`config.mk`:
```
export PLATFORM = sky130hd
export DESIGN_NAME = lgn_pixel_loader
export DESIGN_NICKNAME = d
export VERILOG_FILES = /design/src/rtl/lgn_pixel_loader.sv
export SDC_FILE = /design/constraint.sdc
export NUM_CORES = 1
export LEC_CHECK = 0
export CORE_ASPECT_RATIO = 0.5
export CORE_MARGIN = 4
export CORE_UTILIZATION = 54
export DETAILED_ROUTE_END_ITERATION = 12
export PLACE_DENSITY = 0.89
export SLEW_MARGIN = 20
export SYNTH_ARGS = -nofsm -noshare
export SYNTH_HDL_FRONTEND = slang
export SYNTH_SLANG_ARGS = --single-unit
```
`constraint.sdc`:
```
create_clock -name clk -period 2.1 [get_ports clk]
set_clock_uncertainty 0.2 [all_clocks]
set_input_delay 0.315 -clock clk [delete_from_list [all_inputs] [get_ports clk]]
set_output_delay 0.315 -clock clk [all_outputs]
set_load 0.01 [all_outputs]
```
`src/rtl/lgn_pixel_loader.sv`:
```
// Pixel stream binarizer/packer feeding the logic-gate-network classifier input port.
// Optional macro LGN_LOADER_INVERT_EN selects dark-foreground binarization (pix < threshold).
module lgn_pixel_loader #(
  parameter int unsigned PIXELS        = 784,
  parameter int unsigned SETTLE_CYCLES = 4
) (
  input  logic       clk,
  input  logic       rst,
  input  logic [7:0] threshold,
  input  logic [7:0] pix_data,
  input  logic       pix_valid,
  input  logic       pix_sof,
  output logic       pix_ready,
  output logic [7:0] out_byte,
  output logic       out_we,
  output logic       busy,
  output logic       result_valid,
  output logic       frame_done,
  output logic       err_sync
);

  localparam int unsigned CW = $clog2(PIXELS);
  localparam int unsigned SW = $clog2(SETTLE_CYCLES + 1);
  localparam logic [CW-1:0] LAST_PIX   = CW'(PIXELS - 1);
  localparam logic [SW-1:0] SETTLE_END = SW'(SETTLE_CYCLES);

  typedef enum logic [1:0] {IDLE, LOAD, SETTLE, DONE} state_t;

  state_t        r_state;
  logic [7:0]    r_thr;
  logic [CW-1:0] r_pix_cnt;
  logic [SW-1:0] r_settle_cnt;
  logic [7:0]    r_pack;
  logic [7:0]    r_out_byte;
  logic          r_out_we;
  logic          r_busy;
  logic          r_result_valid;
  logic          r_frame_done;
  logic          r_err_sync;

  logic w_accept;
  logic w_bit_sof;
  logic w_bit;

  function automatic logic binarize(input logic [7:0] d, input logic [7:0] t);
`ifdef LGN_LOADER_INVERT_EN
    return d < t;
`else
    return d >= t;
`endif
  endfunction

  assign pix_ready    = ~rst & (r_state != SETTLE);
  assign w_accept     = pix_valid & pix_ready;
  // The SOF beat is judged against the incoming threshold, since thr_q latches on that same edge.
  assign w_bit_sof    = binarize(pix_data, threshold);
  assign w_bit        = binarize(pix_data, r_thr);

  assign out_byte     = r_out_byte;
  assign out_we       = r_out_we;
  assign busy         = r_busy;
  assign result_valid = r_result_valid;
  assign frame_done   = r_frame_done;
  assign err_sync     = r_err_sync;

  always_ff @(posedge clk or posedge rst) begin
    if (rst) begin
      r_state        <= IDLE;
      r_thr          <= '0;
      r_pix_cnt      <= '0;
      r_settle_cnt   <= '0;
      r_pack         <= '0;
      r_out_byte     <= '0;
      r_out_we       <= 1'b0;
      r_busy         <= 1'b0;
      r_result_valid <= 1'b0;
      r_frame_done   <= 1'b0;
      r_err_sync     <= 1'b0;
    end else begin
      r_out_we     <= 1'b0;
      r_frame_done <= 1'b0;
      // SOF is handled identically from IDLE, LOAD and DONE; only a mid-frame SOF is an error.
      if (w_accept && pix_sof) begin
        r_thr          <= threshold;
        r_pack         <= {7'b0, w_bit_sof};
        r_pix_cnt      <= CW'(1);
        r_state        <= LOAD;
        r_busy         <= 1'b1;
        r_result_valid <= 1'b0;
        if (r_state == LOAD) r_err_sync <= 1'b1;
      end else begin
        case (r_state)
          IDLE, DONE: begin
            if (w_accept) r_err_sync <= 1'b1;
          end
          LOAD: begin
            if (w_accept) begin
              r_pack <= {r_pack[6:0], w_bit};
              if (r_pix_cnt[2:0] == 3'd7) begin
                r_out_byte <= {r_pack[6:0], w_bit};
                r_out_we   <= 1'b1;
              end
              if (r_pix_cnt == LAST_PIX) begin
                r_pix_cnt <= '0;
                r_state   <= SETTLE;
              end else begin
                r_pix_cnt <= r_pix_cnt + 1'b1;
              end
            end
          end
          SETTLE: begin
            if (r_settle_cnt == SETTLE_END) begin
              r_settle_cnt   <= '0;
              r_state        <= DONE;
              r_busy         <= 1'b0;
              r_result_valid <= 1'b1;
              r_frame_done   <= 1'b1;
            end else begin
              r_settle_cnt <= r_settle_cnt + 1'b1;
            end
          end
          default: r_state <= IDLE;
        endcase
      end
    end
  end

endmodule
```
==> results of run 1 <==
==> area by class of cell <==
type	instances	area (sq um)	area share, %
multi-input cells	150	1120	38.9
flip-flops and latches	43	1080	37.4
repair buffers	43	417	14.5
inverters	27	101	3.53
clock buffers	5	68.8	2.39
well taps	54	67.6	2.35
clock inverters	3	25.0	0.871
==> sequential cells by signal (all words and copies together) (netlist names) <==
register      flops
r_state           2
r_settle_cnt      3
err_sync          1
r_pix_cnt        10
r_pack            7
out_byte          8
out_we            1
result_valid      1
frame_done        1
busy              1
r_thr             8
==> through the flow <==
stage	hold WS, ns	total power [mW]	instances	setup TNS, ns	cell area [sq um]
finish	0.237	1.99	325	0	2870
global route	0.275	2.10	325	0	2870
CTS	0.235	1.99	325	0	2870
detailed placement	0.261	1.44	317	-0.143	2770
global placement	0.245	1.40	317	-0.0689	2770
floorplan	0.220	1.24	225	0	2310
==> routing by layer <==
metal  part of all wire (%)  GRT usage [%]  vias up
met5                      0              0        -
met4                    1.3           8.05        0
met3                    5.3           4.71        9
met2                     51           39.5       65
met1                     43           25.4      871
li1                       -              -      888
==> worst max-delay path: stages <==
cell and delay [ns]:
clkdlybuf4s50_1 0.45, ha_1 0.30, o21a_1 0.10, o21ai_0 0.09
a221o_1 0.40, a311oi_1 0.30
==> power groups by stage <==
stage / combinational (mW) / clock, mW / sequential, mW
after floorplan: 0.238 / 0 / 1.00
after global placement: 0.392 / 0 / 1.01
after detailed placement: 0.424 / 0 / 1.01
after CTS: 0.431 / 0.558 / 0.998
after global routing: 0.488 / 0.599 / 1.01
final: 0.430 / 0.555 / 1.00
==> worst min path at each step <==
stage | endpoint | cells past startpoint
after floorplan | r_thr[0]$_DFFE_PP0P_ | 2
after global routing | r_thr[5]$_DFFE_PP0P_ | 2
final | r_thr[5]$_DFFE_PP0P_ | 2
after global placement | err_sync$_DFFE_PP0P_ | 1
after detailed placement | err_sync$_DFFE_PP0P_ | 1
after CTS | r_thr[5]$_DFFE_PP0P_ | 2
==> placed cells by master, fill, tap and decap left out, types with 2 or more instances in the layout <==
cell / instances
clkinv_4: 2
and4_1: 2
o21a_1: 2
ha_1: 21
o21ai_0: 7
a41oi_1: 2
buf_4: 9
a21o_1: 3
inv_1: 26
clkdlybuf4s50_1: 32
a21oi_1: 5
a31oi_1: 8
nand2b_1: 2
nor2_1: 10
mux2_1: 7
a22o_1: 6
and4bb_1: 2
o21ai_1: 10
nand3_1: 10
dfrtp_1: 43
and3_1: 3
a211oi_1: 2
nand2_1: 29
clkbuf_8: 5
==> cell families (layout without fill, tap and decap cells) <==
kind of cell,count (synthesis),count (layout)
multiplexers,8,8
AO/OA/AOI/OAI,52,52
buffers and inverters,32,78
flip-flops,43,43
AND/OR/NAND/NOR,67,67
adder cells (fa/ha/maj),22,22
XOR/XNOR,1,1
==> timing repair <==
action / 4_1_cts / 5_1_grt
resized for setup: 3 / 0
buffers inserted: 0 / 0
setup endpoints to repair: 1 / 0
hold buffers: 0 / 0
==> summary.txt, run 1 <==
outcome: complete, no violations
Starting Density: 57.7%
largest net degree at the start of global routing: 26
CP Max Fanout: 2
Leakage: 1.41 nW
Total Routing Usage GR: 21.4%
die width: 101 um
syn avg cell area: 10.3 sq um
Post-DP HPWL: 3570 um
Area growth syn-to-layout: 24.4%
DRC violations left: 0
Gate Count Post-Synth: 225
mux cell area share after synthesis: 3.90%
vias: 1833
vias per inst: 5.64
sw power: 0.617 mW
RD Place Congestion: 0.809
Setup crit end kind: flip-flop
Yosys reg bits: 43
Initial DRC Count: 97
TritonCTS clock tree: built
Worst slew margin: 73.9%
Port Buf Inserts: 33
fillers: 284
synth top area cells: dfrtp_1 (47%), ha_1 (12%), nand2_1 (4.7%), inv_1 (4.2%), mux2_1 (3.4%)
layout cells sized above 1: 9.96%
syn_nets: 267
kind of critical path: primary input to flip-flop
crit path from: pix_data[2]
CTS H-tree lvls: 2
Antenna Nets Post-Route: 0
worst r2r src: r_state[1]$_DFFE_PP0P_
R2R setup slack: 0.18 ns
first-pass detailed-route iteration total: 4
Total Wirelength: 5090 um
Setup crit end: r_pack[0]$_DFFE_PP0P_
largest family of logic cells by synthesized area: simple AND/OR/NAND/NOR gates
clk root buf: clkbuf_8
Max Clk Rate: 0.510 GHz
first-pass GRT wire length: 8850 um
Post-synth EDFFs: 0
FF-to-FF End: out_byte[4]$_DFFE_PP0P_
clock share of power: 27.9%
Synth Area in Compound Gates: 15.6%
boundary pin count: 34
critical path data required time: 2.11 ns
Unique masters post-synth: 41
Yosys top cell by area: dfrtp_1
WP data arrival: 1.97 ns
unrepaired setup endpoints after global routing: no
antenna cells: 0
die area: 5450 sq um
final setup violation count: 0
final slew viol count: 0
Tcrit/Tclk final: 93.4%
antenna violations before repair: 0
Post-synth top flop: dfrtp_1
final setup margin: 0.138 ns
Comb power frac: 21.6%
Fin. Hold Viols: 0
mapped cell area: 2310 sq um
Power Internal: 1.37 mW
warnings from Yosys: 0
min Tclk post-route: 1.96 ns
top cells by count, synth: dfrtp_1 (43), nand2_1 (29), inv_1 (26)
count leader, synth: dfrtp_1
startpoint types: primary input
worst-skew pair later-pin latency: 0.31 ns
row count: 16
clk slew on worst S/H paths: 0.09 ns
fraction of registers with async set/reset: 100%
worst ir drop on vdd: 0.393 mV
Seq/Total Area, Yosys: 46.6%
routed len/inst: 15.6 um
post-synth top area share: 46.6%
Util after Layout: 71.8%
adder-cell area share of the yosys netlist: 11.9%
vias in the first global route: 1895
Max-Cap Viols: 0
clock tree buffer depth: 2
Post-Synth XOR/XNOR Area: 0.379%
area of the core: 4000 sq um
GR Overflow Total: 0
die height: 54.3 um
pre-CTS setup slack: -0.143 ns
switch share: 31.1%
Nets: 312
post-synthesis simple-gate area fraction: 16.1%
r2r worst-path depth: 6
PD cells: 691 nW/um^2
Hold/Removal Path Class: primary input to asynchronous set/reset pin
CTS buffer count: 5
CTS Sinks: 43
Least-Margin Pin Slew: 0.392 ns
Reg power frac: 50.4%
(Power assumes the default switching activity.)
==> inputs of run 2 (changes only) <==
--- a/config.mk
+++ b/config.mk
@@ -9,6 +9,7 @@
 export CORE_MARGIN = 4
 export CORE_UTILIZATION = 54
 export DETAILED_ROUTE_END_ITERATION = 12
+export MAX_ROUTING_LAYER = met4
 export PLACE_DENSITY = 0.89
 export SLEW_MARGIN = 20
 export SYNTH_ARGS = -nofsm -noshare
==> run 2 against run 1 <==
Final area is the same. Worst hold slack is essentially flat. Power is essentially flat. Register-to-register slack is essentially flat. Clock power is essentially flat. Sequential power is essentially flat. Core utilization is the same. Final cell count is the same. Routed wire length is essentially flat.
==> summary.txt, run 2 (synthesized netlist as in run 1, its figures left out) <==
Top reg by flops: r_pix_cnt
most common cell after layout, fill and taps aside: dfrtp_1
RD Place Congestion: 0.821 (+1.5%)
Critical Path Max Stage Delay: 0.45 ns (about the same)
dpl cell area: 2770 sq um (unchanged)
Tcrit/Tclk final: 93.2% (-0.17 points)
first-pass GRT wire length: 8830 um (-0.23%)
Reg power frac: 50.4% (about the same)
layout cells sized above 1: 9.96% (unchanged)
clk root buf: clkbuf_8
die area: 5450 sq um (unchanged)
clock share of power: 28.1% (+0.2 points)
Setup crit end kind: flip-flop
Hold/Removal Path Class: primary input to asynchronous set/reset pin
Nets: 312 (unchanged)
Hold Slack: 0.237 ns (-0.000458 ns)
max reg flops: 10 (unchanged)
CTS Sinks: 43 (unchanged)
worst ir drop on vdd: 0.390 mV (-0.70%)
Max-Cap Viols: 0 (unchanged)
pre-CTS setup slack: -0.143 ns (unchanged)
routed len/inst: 15.6 um (about the same)
Comb power frac: 21.6% (about the same)
PD cells: 691 nW/um^2 (about the same)
Port Buf Inserts: 33 (unchanged)
Power Internal: 1.37 mW (about the same)
Post-DP HPWL: 3570 um (unchanged)
largest net degree at the start of global routing: 26 (unchanged)
CTS buffer count: 5 (unchanged)
die height: 54.3 um (unchanged)
final slew viol count: 0 (unchanged)
row count: 16 (unchanged)
final setup violation count: 0 (unchanged)
Util after Layout: 71.8% (unchanged)
Initial DRC Count: 117 (+21%)
clk slew on worst S/H paths: 0.09 ns (about the same)
min Tclk post-route: 1.96 ns (-0.00353 ns)
die width: 101 um (unchanged)
WP data arrival: 1.97 ns (about the same)
DRC violations left: 0 (unchanged)
sum of negative setup slack: 0 ns (unchanged)
sw power: 0.617 mW (about the same)
crit path from: pix_data[2]
Leakage: 1.41 nW (unchanged)
clock tree buffer depth: 2 (unchanged)
boundary pin count: 34 (unchanged)
unrepaired setup endpoints after global routing: no
worst-skew pair later-pin latency: 0.31 ns (about the same)
TritonCTS clock tree: built
fin cells: 325 (unchanged)
switch share: 31.1% (about the same)
Max Clk Rate: 0.511 GHz (+0.18%)
Antenna Nets Post-Route: 0 (unchanged)
vias per inst: 5.65 (+0.22%)
vias: 1837 (+0.22%)
Setup Buffers After CTS: 0 (unchanged)
Power Total: 1.99 mW (about the same)
most frequent cells in the layout: dfrtp_1 (43), clkdlybuf4s50_1 (32), nand2_1 (29)
GR Overflow Total: 0 (unchanged)
area of the core: 4000 sq um (unchanged)
Starting Density: 57.7% (unchanged)
antenna cells: 0 (unchanged)
outcome: complete, no violations
slowest CP cell: clkdlybuf4s50_1
Area growth syn-to-layout: 24.4% (unchanged)
Least-Margin Pin Slew: 0.396 ns (+0.00434 ns)
antenna violations before repair: 0 (unchanged)
CP Max Fanout: 2 (unchanged)
kind of critical path: primary input to flip-flop
fillers: 284 (unchanged)
startpoint types: primary input
dpl cells: 317 (unchanged)
Worst slew margin: 73.6% (-0.29 points)
fin area: 2870 sq um (unchanged)
CTS H-tree lvls: 2 (unchanged)
final setup margin: 0.142 ns (+0.00353 ns)
cells along the critical path: clkdlybuf4s50_1 > ha_1 > o21a_1 > o21ai_0 > a221o_1 > a311oi_1
vias in the first global route: 1899 (+0.21%)
worst r2r src: r_state[1]$_DFFE_PP0P_
Fin. Hold Viols: 0 (unchanged)
first-pass detailed-route iteration total: 4 (unchanged)
Total Routing Usage GR: 22.1% (+0.66 points)
Total Wirelength: 5080 um (about the same)
critical path data required time: 2.11 ns (about the same)
run 2: cell counts in the layout (fill, tap and decap cells not counted):
No cell type changed its count.
run 2: per-layer routing:
layer / vias up / global-route usage [%] / wire length, um
met5: - / - / 0
met4: 0 / 8.05 / 123
met3: 14 / 4.71 / 266
met2: 60 / 39.4 / 2510
met1: 875 / 25.5 / 2180
li1: 888 / - / -
run 2: worst max-delay path, delay by kind of cell:
kind                     cells  cell delay (ns)
adder cells (fa/ha/maj)      1             0.30
buffers and inverters        1             0.45
AO/OA/AOI/OAI                4             0.89
run 2: layout make-up:
type | count | area, sq um | area share, %
clock buffers | 5 | 68.8 | 2.39
repair buffers | 43 | 417 | 14.5
flip-flops and latches | 43 | 1080 | 37.4
well taps | 54 | 67.6 | 2.35
multi-input cells | 150 | 1120 | 38.9
clock inverters | 3 | 25.0 | 0.871
inverters | 27 | 101 | 3.53
run 2: path summary, 6_finish.rpt:
path | end | slack [ns] | depth (start not counted)
max | r_pack[0]$_DFFE_PP0P_ | 0.14 | 6
min | r_pack[0]$_DFFE_PP0P_ | 0.24 | 2
max reg2reg | out_byte[4]$_DFFE_PP0P_ | 0.18 | 6
min reg2reg | err_sync$_DFFE_PP0P_ | 0.28 | 1
max in group asynchronous | busy$_DFFE_PP0P_ | 0.97 | 3
min in group clk | err_sync$_DFFE_PP0P_ | 0.28 | 1
run 2: power by group through the flow:
stage	registers [mW]	clock network, mW	logic (mW)
2_1_floorplan	1.00	0	0.238
3_3_place_gp	1.01	0	0.392
3_5_place_dp	1.01	0	0.424
4_1_cts	0.998	0.558	0.431
5_1_grt	1.01	0.599	0.488
6_report	1.00	0.557	0.429
run 2: timing repair:
item                       CTS  global route
hold buffers                 0             0
gates resized for setup      3             0
setup endpoints to repair    1             0
